<file path="config.mk">
export PLATFORM = sky130hd
export DESIGN_NAME = regfile_wb_arbiter
export DESIGN_NICKNAME = d
export VERILOG_FILES = /design/src/rtl/regfile_wb_arbiter.sv
export SDC_FILE = /design/constraint.sdc
export NUM_CORES = 1
export LEC_CHECK = 0
export BUFFER_PORTS_ARGS = -buffer_cell sky130_fd_sc_hd__buf_2
export CAP_MARGIN = 20
export CORE_ASPECT_RATIO = 1.75
export CORE_MARGIN = 2
export CORE_UTILIZATION = 39
export DETAILED_ROUTE_END_ITERATION = 8
export PLACE_DENSITY = 0.72
export SYNTH_ARGS = -nofsm -noshare
export SYNTH_HDL_FRONTEND = slang
export SYNTH_SLANG_ARGS = --single-unit
</file>
<file path="constraint.sdc">
create_clock -name clk -period 2.2 [get_ports clk]
set_input_delay 0.11 -clock clk [delete_from_list [all_inputs] [get_ports clk]]
set_output_delay 0.11 -clock clk [all_outputs]
set_load 0.02 [all_outputs]
</file>
<file path="src/rtl/regfile_wb_arbiter.sv">
// regfile_wb_arbiter: merges ALU and load writebacks onto one register-file
// write port, alternating priority on ties, with an optional busy scoreboard.
// Ports: clk, rst (async, active-high)
//   alu_valid/alu_dest/alu_data -> alu_ready   ALU writeback request
//   mem_valid/mem_dest/mem_data -> mem_ready   load writeback request
//   issue_valid/issue_dest                     marks a destination pending
//   src1/src2 -> src1_busy/src2_busy, stall    operand hazard query
//   rf_write_enable, rf_dest, rf_alu_data,
//   rf_memory_in, rf_mem_data_in               registered write port
// Config: define WB_SCOREBOARD_EN to build the busy scoreboard; when it is
//   undefined, busy/stall are tied low and the issue inputs are ignored.
module regfile_wb_arbiter (
    input  logic        clk,
    input  logic        rst,
    input  logic        alu_valid,
    input  logic [4:0]  alu_dest,
    input  logic [31:0] alu_data,
    output logic        alu_ready,
    input  logic        mem_valid,
    input  logic [4:0]  mem_dest,
    input  logic [31:0] mem_data,
    output logic        mem_ready,
    input  logic        issue_valid,
    input  logic [4:0]  issue_dest,
    input  logic [4:0]  src1,
    input  logic [4:0]  src2,
    output logic        src1_busy,
    output logic        src2_busy,
    output logic        rf_write_enable,
    output logic [4:0]  rf_dest,
    output logic [31:0] rf_alu_data,
    output logic [31:0] rf_memory_in,
    output logic        rf_mem_data_in,
    output logic        stall
);

    typedef enum logic {
        PRI_ALU = 1'b0,
        PRI_MEM = 1'b1
    } state_e;

    state_e      state_q, state_d;
    logic        grant_alu, grant_mem;
    logic        wen_q, wen_d;
    logic [4:0]  dest_q, dest_d;
    logic [31:0] alu_q, alu_d;
    logic [31:0] mem_q, mem_d;
    logic        sel_q, sel_d;

    // Grants are held off while reset is asserted so nothing is accepted
    // that the reset would then throw away.
    always_comb begin
        grant_alu = 1'b0;
        grant_mem = 1'b0;
        state_d   = state_q;
        if (!rst) begin
            if (alu_valid && mem_valid) begin
                if (state_q == PRI_ALU) begin
                    grant_alu = 1'b1;
                    state_d   = PRI_MEM;
                end else begin
                    grant_mem = 1'b1;
                    state_d   = PRI_ALU;
                end
            end else begin
                grant_alu = alu_valid;
                grant_mem = mem_valid;
            end
        end
    end

    always_comb begin
        wen_d  = grant_alu | grant_mem;
        dest_d = dest_q;
        alu_d  = alu_q;
        mem_d  = mem_q;
        sel_d  = sel_q;
        if (grant_alu) begin
            dest_d = alu_dest;
            alu_d  = alu_data;
            sel_d  = 1'b0;
        end else if (grant_mem) begin
            dest_d = mem_dest;
            mem_d  = mem_data;
            sel_d  = 1'b1;
        end
    end

    always_ff @(posedge clk or posedge rst) begin
        if (rst) begin
            state_q <= PRI_ALU;
            wen_q   <= 1'b0;
            dest_q  <= 5'd0;
            alu_q   <= 32'd0;
            mem_q   <= 32'd0;
            sel_q   <= 1'b0;
        end else begin
            state_q <= state_d;
            wen_q   <= wen_d;
            dest_q  <= dest_d;
            alu_q   <= alu_d;
            mem_q   <= mem_d;
            sel_q   <= sel_d;
        end
    end

    assign alu_ready       = grant_alu;
    assign mem_ready       = grant_mem;
    assign rf_write_enable = wen_q;
    assign rf_dest         = dest_q;
    assign rf_alu_data     = alu_q;
    assign rf_memory_in    = mem_q;
    assign rf_mem_data_in  = sel_q;

`ifdef WB_SCOREBOARD_EN
    logic [31:0] busy_q, busy_d;

    // A bit clears on the edge that launches its write; a same-edge issue
    // to that index is applied last so the newer producer keeps it busy.
    always_comb begin
        busy_d = busy_q;
        if (wen_d) begin
            busy_d[dest_d] = 1'b0;
        end
        if (issue_valid) begin
            busy_d[issue_dest] = 1'b1;
        end
    end

    always_ff @(posedge clk or posedge rst) begin
        if (rst) begin
            busy_q <= 32'd0;
        end else begin
            busy_q <= busy_d;
        end
    end

    assign src1_busy = busy_q[src1];
    assign src2_busy = busy_q[src2];
`else
    logic unused_issue;
    assign unused_issue = ^{issue_valid, issue_dest, src1, src2};
    assign src1_busy    = 1'b0;
    assign src2_busy    = 1'b0;
`endif

    assign stall = src1_busy | src2_busy;

endmodule

</file>
* Yosys cells after proc, flatten, opt, wreduce, memory -nomap -nowiden
Cells that the tools add are included.
** Word-level totals
- Bits of input ports :: 94
- Flip-flop bits (word level) :: 72
** Operators by class
- Reduce and logical (&&, ||, !) cells :: 4
- Multiplexer cells :: 10
- Bitwise gates (word level) :: 3
** Operator list (number)
- 2-to-1 mux 5 bit :: 2
- 2-to-1 mux 1 bit :: 8
- AND reduction 2 bit :: 2
- inverter 1 bit :: 2
- nonzero test 2 bit :: 1
- logical AND 1 bit :: 1
- bitwise OR 1 bit :: 1

* Depth between registers and ports, before layout
Gate-level depths: netlist (run 1).
- Depth in word-level cells :: 5
- Mapped depth :: 5
- Depth with buffers taken out :: 3

* Least setup slack after synthesis (run 1)
No wires, ideal clock.
- Path type :: input -> register
- From :: input rst
- To :: register dest_q[0] (netlist: rf_dest[0])
- Path buffers :: 0
- Stages :: 3
- Arrival :: 2.185 ns
- Slack :: -0.069 ns
- Cell sequence :: inv_1 o2111ai_1 a31oi_1
** Between the ends
- Word-level cells in the longest chain between the ends :: 2
** RTL lines
- start, declared :: line 14 : input logic rst,
- 2-to-1 mux 1 bit :: line 56 : if (!rst) begin
- 2-to-1 mux 5 bit or nonzero test 2 bit (tied branches)
- end signal, assigned :: line 100 : dest_q <= dest_d;
- end, declared :: line 45 : logic [4:0] dest_q, dest_d;
Several ways; a longest one is shown, not always the timed one.
A chain may end at the register's enable or synchronous reset.

* Worst setup path after layout (run 1)
- From :: input rst
- To :: output alu_ready
** Between the ends
- Word-level cells in the longest chain between the ends :: 1
** RTL lines
- 2-to-1 mux 1 bit :: line 56
- end, declared :: line 18 : output logic alu_ready,
Every way passes these cells.

==> impl_metrics.ini, run 1 <==
[run_status]
outcome = completed

[synth]
ys_types = 21
yosysWarnings = 0
ys_seq_area_share_pct = 63.9
syn_area_um2 = 2820
syn-mean-instance-area_um2 = 15.7
ys_seq_elements = 72
yosys-top-cells-area = dfrtp_1 (64%), mux2_2 (25%), buf_4 (1.9%), o2111ai_1 (1.6%), buf_6 (1.2%)
synthDominantCellAreaShare_pct = 63.9
syn_inst = 180
synth_top_cell_by_area = dfrtp_1

[clocking]
cts_sinks = 72
postCtsSetupRepairBufs = 0
ctsRootBufferMaster = clkbuf_16
cts_max_path_buffers = 2
cts-htree-levels = 3
cts_tree = yes
cts_inserted_buffers = 9
clk_pin_slew_ns = 0.05
clkLatencyLatePin_ns = 0.32

[worst_setup_path]
cp_top_family = buffers and inverters
path_class = in -> out
crit_path_max_fanout = 33
crit_path_start_kind = input pin
crit_chain = dlygate4sd3_1, buf_2, nand2b_1, nor2_4, buf_12, buf_2
end_kind = primary output
crit_top_cell = buf_2
worst-path-buf-inv = 4
arrival_ns = 1.67
slowest_delay_ns = 0.54
crit_path_top_delay_cell = dlygate4sd3_1
timing.critical_path.required_ns = 2.09

[power]
powerDensity_nw_per_um2 = 1230
ir_drop_mv = 0.606
leakage_uw = 0.00192

[global_routing]
grt_usage_pct = 15.8
grt_pass1_vias = 2064
grt_max_degree = 34
grt_pass1_wl_um = 9270
gr-total-overflow = 0
grt_antenna_before_repair = 0

[final_layout]
layout-drive-gt1-share_pct = 68.7
area_growth_pct = 40.8
regArea_um2 = 1800
nets = 434
diodes = 0
fillCellCount = 620
final_area_um2 = 3970
multi_input_area_um2 = 926

[route]
drt_iter0_drc = 85
drc = 0
antenna_left = 0
wl_per_cell_um = 13.7
via_per_inst = 4.72
routed-via-count = 2035
drtPass1Iterations = 2
routed_wl_um = 5900

[run]
cap_violations = 0

[floorplan]
start_util_pct = 39.6
die_h_um = 116
io_pins = 170
die_w_um = 68.3
rows = 41
dieArea_um2 = 7950
core_um2 = 7130

[timing]
slew_headroom_pct = 59.4
grt_setup_unrepaired = no
min_period_over_period_pct = 81.1
period_minus_slack_ns = 1.78
setup_violations = 0
final-hold-violation-count = 0
fmax_mhz = 561
final.setup.tns_ns = 0
tightestPinTransition_ns = 0.608
fin_skew_ns = 0.00435
slew_violations = 0

[place]
dpl_cell_area_um2 = 3650
portBuffers = 150
hpwl_um = 4500
globalplace.congestion = 0.735

[min_path]
hold_path.class = in -> reg
==> flip-flops by register name, summed over array words and instances (netlist names) <==
| name | count |
|---|---|
| rf_memory_in | 32 |
| rf_mem_data_in | 1 |
| rf_alu_data | 32 |
| rf_dest | 5 |
| rf_write_enable | 1 |
| state_q | 1 |
==> stage by stage <==
stage                     hold WS, ns  utilization [%]  std cells  total power, uW  setup slack [ns]
after floorplan                 0.245                -        182             2990             0.554
after global placement          0.252             51.3        412             3530             0.685
after detailed placement        0.250             51.3        412             3580             0.656
after CTS                    0.000463             55.7        431             4950             0.400
after global routing          0.00891             55.7        431             5170             0.330
final                          0.0154             55.7        431             4880             0.416
==> routing by layer <==
layer / part of all wire (%) / GRT usage (%) / wire length [um]
met1: 36 / 17.3 / 2150
met2: 55 / 27.6 / 3240
met3: 6.9 / 4.53 / 406
met4: 1.9 / 7.20 / 110
met5: 0 / 0 / 0
==> worst paths after layout <==
kind / slack, ns / endpoint / from / cells after the start
max: 0.42 / alu_ready / rst / 6
min: 0.02 / rf_alu_data[20] / alu_data[20] / 2
max reg2reg: 0.66 / rf_alu_data[9] / state_q / 4
min reg2reg: 0.49 / rf_memory_in[8] / rf_memory_in[8] / 1
max in group asynchronous: 0.96 / rf_alu_data[12] / rst / 4
min in group asynchronous: 0.47 / rf_memory_in[11] / rst / 3
==> layout make-up <==
class	instances	share of cell area (%)
Inverter	4	0.473
Clock inverter	3	0.378
Clock buffer	13	6.81
Tap cell	86	2.71
Sequential cell	72	45.4
Timing Repair Buffer	158	20.9
Multi-Input combinational cell	95	23.3
==> report_power, final <==
part | internal (uW) | switching [uW] | total (uW)
logic | 679 | 929 | 1610
clock network | 849 | 497 | 1350
registers | 1740 | 190 | 1930
==> cell families (layout without fill, tap and decap cells) <==
logic type,count (synthesis),count (layout),share of synthesized area [%]
other,1,3,0.133
buffers and inverters,15,178,3.73
AOI/OAI and AO/OA,18,18,4.88
DFF,72,72,63.9
xor gates and xnor gates,1,1,0.311
muxes,64,64,25.6
and+or+nand+nor,9,9,1.51
==> cell usage after synthesis, drive strengths merged <==
library cell and n:
conb 1, a211oi 1, nor2 6, o21ba 1
nand2b 1, mux2 64, clkbuf 1, o2111ai 5
buf 10, and2 1, o21ai 5, nand3 1
o21bai 1, inv 4, dfrtp 72, xnor2 1
a31oi 5
==> cell usage in the layout, fill, tap and decap left out, drive strengths merged, types with 5 or more instances in the layout <==
cell,synthesis,final
a31oi,5,5
dfrtp,72,72
o21ai,5,5
buf,10,155
clkbuf,1,13
mux2,64,64
nor2,6,6
o2111ai,5,5
==> timing repair <==
action                    CTS  global route
resized for setup           0             0
hold endpoints to repair   25             0
hold buffers                3             0
No activity file was read; power rests on OpenSTA's default activity.
==> inputs of run 2 (changes only) <==
==> constraint.sdc (replaced) <==
create_clock -name clk -period 1.6 [get_ports clk]
set_input_delay 0.08 -clock clk [delete_from_list [all_inputs] [get_ports clk]]
set_output_delay 0.08 -clock clk [all_outputs]
set_load 0.02 [all_outputs]
==> impl_metrics.ini, run 2 (synthesis results as in run 1) <==
[power]
powerDensity_nw_per_um2 = 1460
p_total_uw = 7040
leakage_uw = 0.00229
ir_drop_mv = 0.948

[worst_setup_path]
crit_path_max_fanout = 7
path_class = reg -> reg
end_kind = flop
timing.critical_path.required_ns = 1.81
crit_path_start_kind = flop
arrival_ns = 1.81

[global_routing]
grt_usage_pct = 19.1
grt_pass1_vias = 2414
grt_max_degree = 34
gr-total-overflow = 0
grt_antenna_before_repair = 0
grt_pass1_wl_um = 11100

[timing]
worst_slack_ns = -0.000732
min_period_over_period_pct = 100
fin_skew_ns = 0.00368
fmax_mhz = 625
slew_violations = 0
setup_violations = 1
final-hold-violation-count = 0
whs_ns = 0.00967
period_minus_slack_ns = 1.60
grt_setup_unrepaired = yes

[clocking]
clk_pin_slew_ns = 0.05
clkLatencyLatePin_ns = 0.33
cts_sinks = 72
cts_inserted_buffers = 9
cts_max_path_buffers = 2
ctsRootBufferMaster = clkbuf_16
cts_tree = yes
cts-htree-levels = 3

[floorplan]
io_pins = 170
rows = 41
start_util_pct = 39.6
die_h_um = 116
core_um2 = 7130
die_w_um = 68.3
dieArea_um2 = 7950

[min_path]
hold_path.class = in -> reg

[route]
drt_iter0_drc = 99
via_per_inst = 4.70
wl_per_cell_um = 15.3
drc = 0
routed-via-count = 2386
routed_wl_um = 7780
drtPass1Iterations = 4
antenna_left = 0

[place]
portBuffers = 150
hpwl_um = 4550
globalplace.congestion = 0.806
dpl_cell_area_um2 = 3680

[run_status]
outcome = complete, but fails checks
violations = negative setup slack

[final_layout]
multi_input_area_um2 = 930
final_cell_mix = buf_2 (150), dfrtp_1 (72), dlygate4sd3_1 (64)
regArea_um2 = 1800
final_common_cell = buf_2
diodes = 0
final_area_um2 = 4810
layout-drive-gt1-share_pct = 59.5
fillCellCount = 527
nets = 511
area_growth_pct = 70.4

[run]
cap_violations = 0
[run 2: cell types whose count changed in the layout (fill, tap and decap cells not counted), moves of 2 or more]
| cell | before | now |
|---|---|---|
| dlygate4sd3_1 | 3 | 64 |
| clkbuf_16 | 9 | 11 |
| clkbuf_1 | 1 | 3 |
| clkinv_2 | 3 | 1 |
| buf_4 | 4 | 12 |
| buf_12 | 1 | 5 |
[run 2: report_power, final]
| part | switching [uW] | leakage (uW) | internal, uW | total, uW |
|---|---|---|---|---|
| logic | 1380 | 0.00131 | 1170 | 2560 |
| registers | 280 | 0.000840 | 2390 | 2670 |
| clock network | 680 | 0.000137 | 1130 | 1810 |
| total | 2340 | 0.00229 | 4700 | 7040 |
[run 2: worst max-delay path, cell delays in order (launching register included)]
cell and delay [ns]:
dfrtp_1 0.39, inv_2 0.08, a211oi_4 0.36, buf_6 0.18, clkbuf_16 0.15, mux2_2 0.33
[run 2: timing repair]
action	4_1_cts	5_1_grt
endpoints found under the setup margin	1	16
hold buffers	64	0
endpoints found under the hold margin	93	0
pin swaps	1	2
gates cloned	1	2
setup buffers	1	10
gates resized for setup	0	5
[run 2: layout make-up]
cell class / count / share of cell area [%]
Sequential cell: 72 / 37.5
Clock inverter: 2 / 0.286
Inverter: 4 / 0.391
Timing Repair Buffer: 235 / 34.8
Multi-Input combinational cell: 95 / 19.3
Tap cell: 86 / 2.24
Clock buffer: 14 / 5.49
[run 2: layer usage]
metal,track usage [%],vias to the layer above,wire length [um]
met2,33.4,103,4330
li1,-,1117,-
met5,0,-,0
met4,10.1,0,180
met3,6.55,15,520
met1,19.4,1151,2750
[run 2: metrics by stage]
stage          cells  setup TNS, ns  utilization, %  setup WS [ns]
6_report         508      -0.000732            67.4      -0.000732
3_5_place_dp     414              0            51.6         0.0748
4_1_cts          496         -0.151            65.0        -0.0130
5_1_grt          508         -0.475            67.4        -0.0314
3_3_place_gp     414              0            51.6          0.103
2_1_floorplan    182        -0.0935               -        -0.0163
[run 2: final timing paths]
check                                     start          endpoint  slack, ns  cells after the start
worst max-delay path                    state_q  rf_memory_in[11]    -0.0007                      5
worst min-delay path               mem_data[12]  rf_memory_in[12]       0.01                      2
worst max register to register          state_q  rf_memory_in[11]    -0.0007                      5
worst min register to register  rf_memory_in[9]   rf_memory_in[9]       0.48                      1
max in group asynchronous                   rst   rf_alu_data[21]       0.68                      4
min in group asynchronous                   rst        rf_dest[4]       0.30                      3
==> inputs of run 3 (changes only) <==
--- a/config.mk
+++ b/config.mk
@@ -8,10 +8,10 @@
 export BUFFER_PORTS_ARGS = -buffer_cell sky130_fd_sc_hd__buf_2
 export CAP_MARGIN = 20
 export CORE_ASPECT_RATIO = 1.75
-export CORE_MARGIN = 2
-export CORE_UTILIZATION = 39
+export CORE_UTILIZATION = 40
 export DETAILED_ROUTE_END_ITERATION = 8
-export PLACE_DENSITY = 0.72
+export PLACE_DENSITY = 0.71
+export SKIP_LAST_GASP = 1
 export SYNTH_ARGS = -nofsm -noshare
 export SYNTH_HDL_FRONTEND = slang
 export SYNTH_SLANG_ARGS = --single-unit
==> constraint.sdc (replaced) <==
create_clock -name clk -period 1.7 [get_ports clk]
set_input_delay 0.085 -clock clk [delete_from_list [all_inputs] [get_ports clk]]
set_output_delay 0.085 -clock clk [all_outputs]
set_load 0.02 [all_outputs]
==> impl_metrics.ini, run 3 (synthesis results as in run 1) <==
[min_path]
hold_path.class = in -> reg
whs_path_depth = 2

[clocking]
clkLatencyLatePin_ns = 0.32
cts_tree = yes
ctsRootBufferMaster = clkbuf_16
clk_pin_slew_ns = 0.05
cts_inserted_buffers = 9
cts_max_path_buffers = 2
cts-htree-levels = 3
cts_sinks = 72

[route]
routed-via-count = 2293
via_per_inst = 4.75
drtPass1Iterations = 4
wl_per_cell_um = 15.3
routed_wl_um = 7380
drt_iter0_drc = 81
antenna_left = 0
drc = 0

[final_layout]
regArea_um2 = 1800
area_growth_pct = 61.4
fillCellCount = 529
final_common_cell = buf_2
multi_input_area_um2 = 926
diodes = 0
final_cell_mix = buf_2 (150), dfrtp_1 (72), mux2_2 (62)
nets = 492
layout-drive-gt1-share_pct = 59.4

[timing]
final.setup.tns_ns = 0
fin_skew_ns = 0.00384
whs_ns = 0.00607
grt_setup_unrepaired = no
fmax_mhz = 621
period_minus_slack_ns = 1.61
setup_violations = 0
final-hold-violation-count = 0
slew_violations = 0
min_period_over_period_pct = 94.8

[worst_setup_path]
end_kind = primary output
slowest_delay_ns = 0.40
crit_path_start_kind = flop
crit_path_max_fanout = 17
reg2reg_depth = 5
crit_path_top_delay_cell = dfrtp_1
arrival_ns = 1.53
crit_chain = and2_1, nor2_4, buf_12, buf_2
timing.critical_path.required_ns = 1.62
path_class = reg -> out

[power]
ir_drop_mv = 0.842
combPwrFrac_pct = 35.4
switching_share_pct = 33.7
switching_power_uw = 2150
power_frac_clock_pct = 25.2
p_int_uw = 4230
seqPwrFrac_pct = 39.4
powerDensity_nw_per_um2 = 1400
leakage_uw = 0.00216

[run_status]
outcome = completed

[floorplan]
io_pins = 170
rows = 40
die_h_um = 113
core_um2 = 6860
die_w_um = 65.5
start_util_pct = 41.1
dieArea_um2 = 7400

[global_routing]
grt_antenna_before_repair = 0
gr-total-overflow = 0
grt_usage_pct = 20.1
grt_pass1_vias = 2388
grt_pass1_wl_um = 10900
grt_max_degree = 39

[place]
hpwl_um = 4420
globalplace.congestion = 0.756
portBuffers = 150

[run]
cap_violations = 0
==> run 3: final timing paths <==
kind	slack, ns	to	from
max	0.09	alu_ready	state_q
min	0.006	rf_memory_in[31]	mem_data[31]
max reg2reg	0.11	rf_memory_in[5]	state_q
min reg2reg	0.49	rf_memory_in[9]	rf_memory_in[9]
max in group asynchronous	0.75	rf_memory_in[25]	rst
min in group asynchronous	0.29	rf_dest[0]	rst
==> run 3: worst max-delay path, delay by kind of cell (launching register included) <==
family | cells | cell delay [ns]
flip-flops | 1 | 0.40
AND/OR/NAND/NOR | 2 | 0.43
buffers and inverters | 2 | 0.36
==> run 3: per-layer routing <==
layer  part of all wire, %  track usage [%]  wire length (um)  vias up
li1                      -                -                 -     1064
met1                    35             20.2              2610     1118
met2                    57             36.9              4210       96
met3                   5.4             5.24               395       15
met4                   2.2             10.0               165        0
met5                     0                0                 0        -
==> run 3: cell type report <==
class / instances / share of cell area [%]
timing repair buffer: 216 / 31.9
clock inverter: 2 / 0.220
multi-input combinational: 95 / 20.3
sequential: 72 / 39.6
clock buffer: 10 / 5.25
tap: 84 / 2.31
inverter: 4 / 0.412
==> run 3: what timing repair did <==
| action | 4_1_cts | 5_1_grt |
|---|---|---|
| buffers inserted | 0 | 1 |
| hold buffers | 58 | 0 |
| hold endpoints to repair | 58 | 0 |
| gates resized for setup | 0 | 2 |
| setup endpoints to repair | 0 | 2 |
==> run 3: power by group through the flow <==
stage	combinational (uW)	clock, uW	sequential, uW
after floorplan	682	0	3190
after global placement	2080	0	2490
after detailed placement	2110	0	2520
after CTS	2220	1660	2500
after global routing	2400	1730	2570
final	2260	1610	2510
==> run 3: through the flow <==
step / area, um2 / std cells / utilization, % / total power, uW / setup slack (ns)
finish: 4550 / 483 / 66.4 / 6380 / 0.0891
detailed placement: 3660 / 410 / 53.4 / 4640 / 0.155
global placement: 3660 / 410 / 53.4 / 4570 / 0.188
CTS: 4490 / 480 / 65.5 / 6380 / 0.00195
floorplan: 2830 / 182 / - / 3870 / 0.0787
global route: 4550 / 483 / 66.4 / 6710 / 0.0197
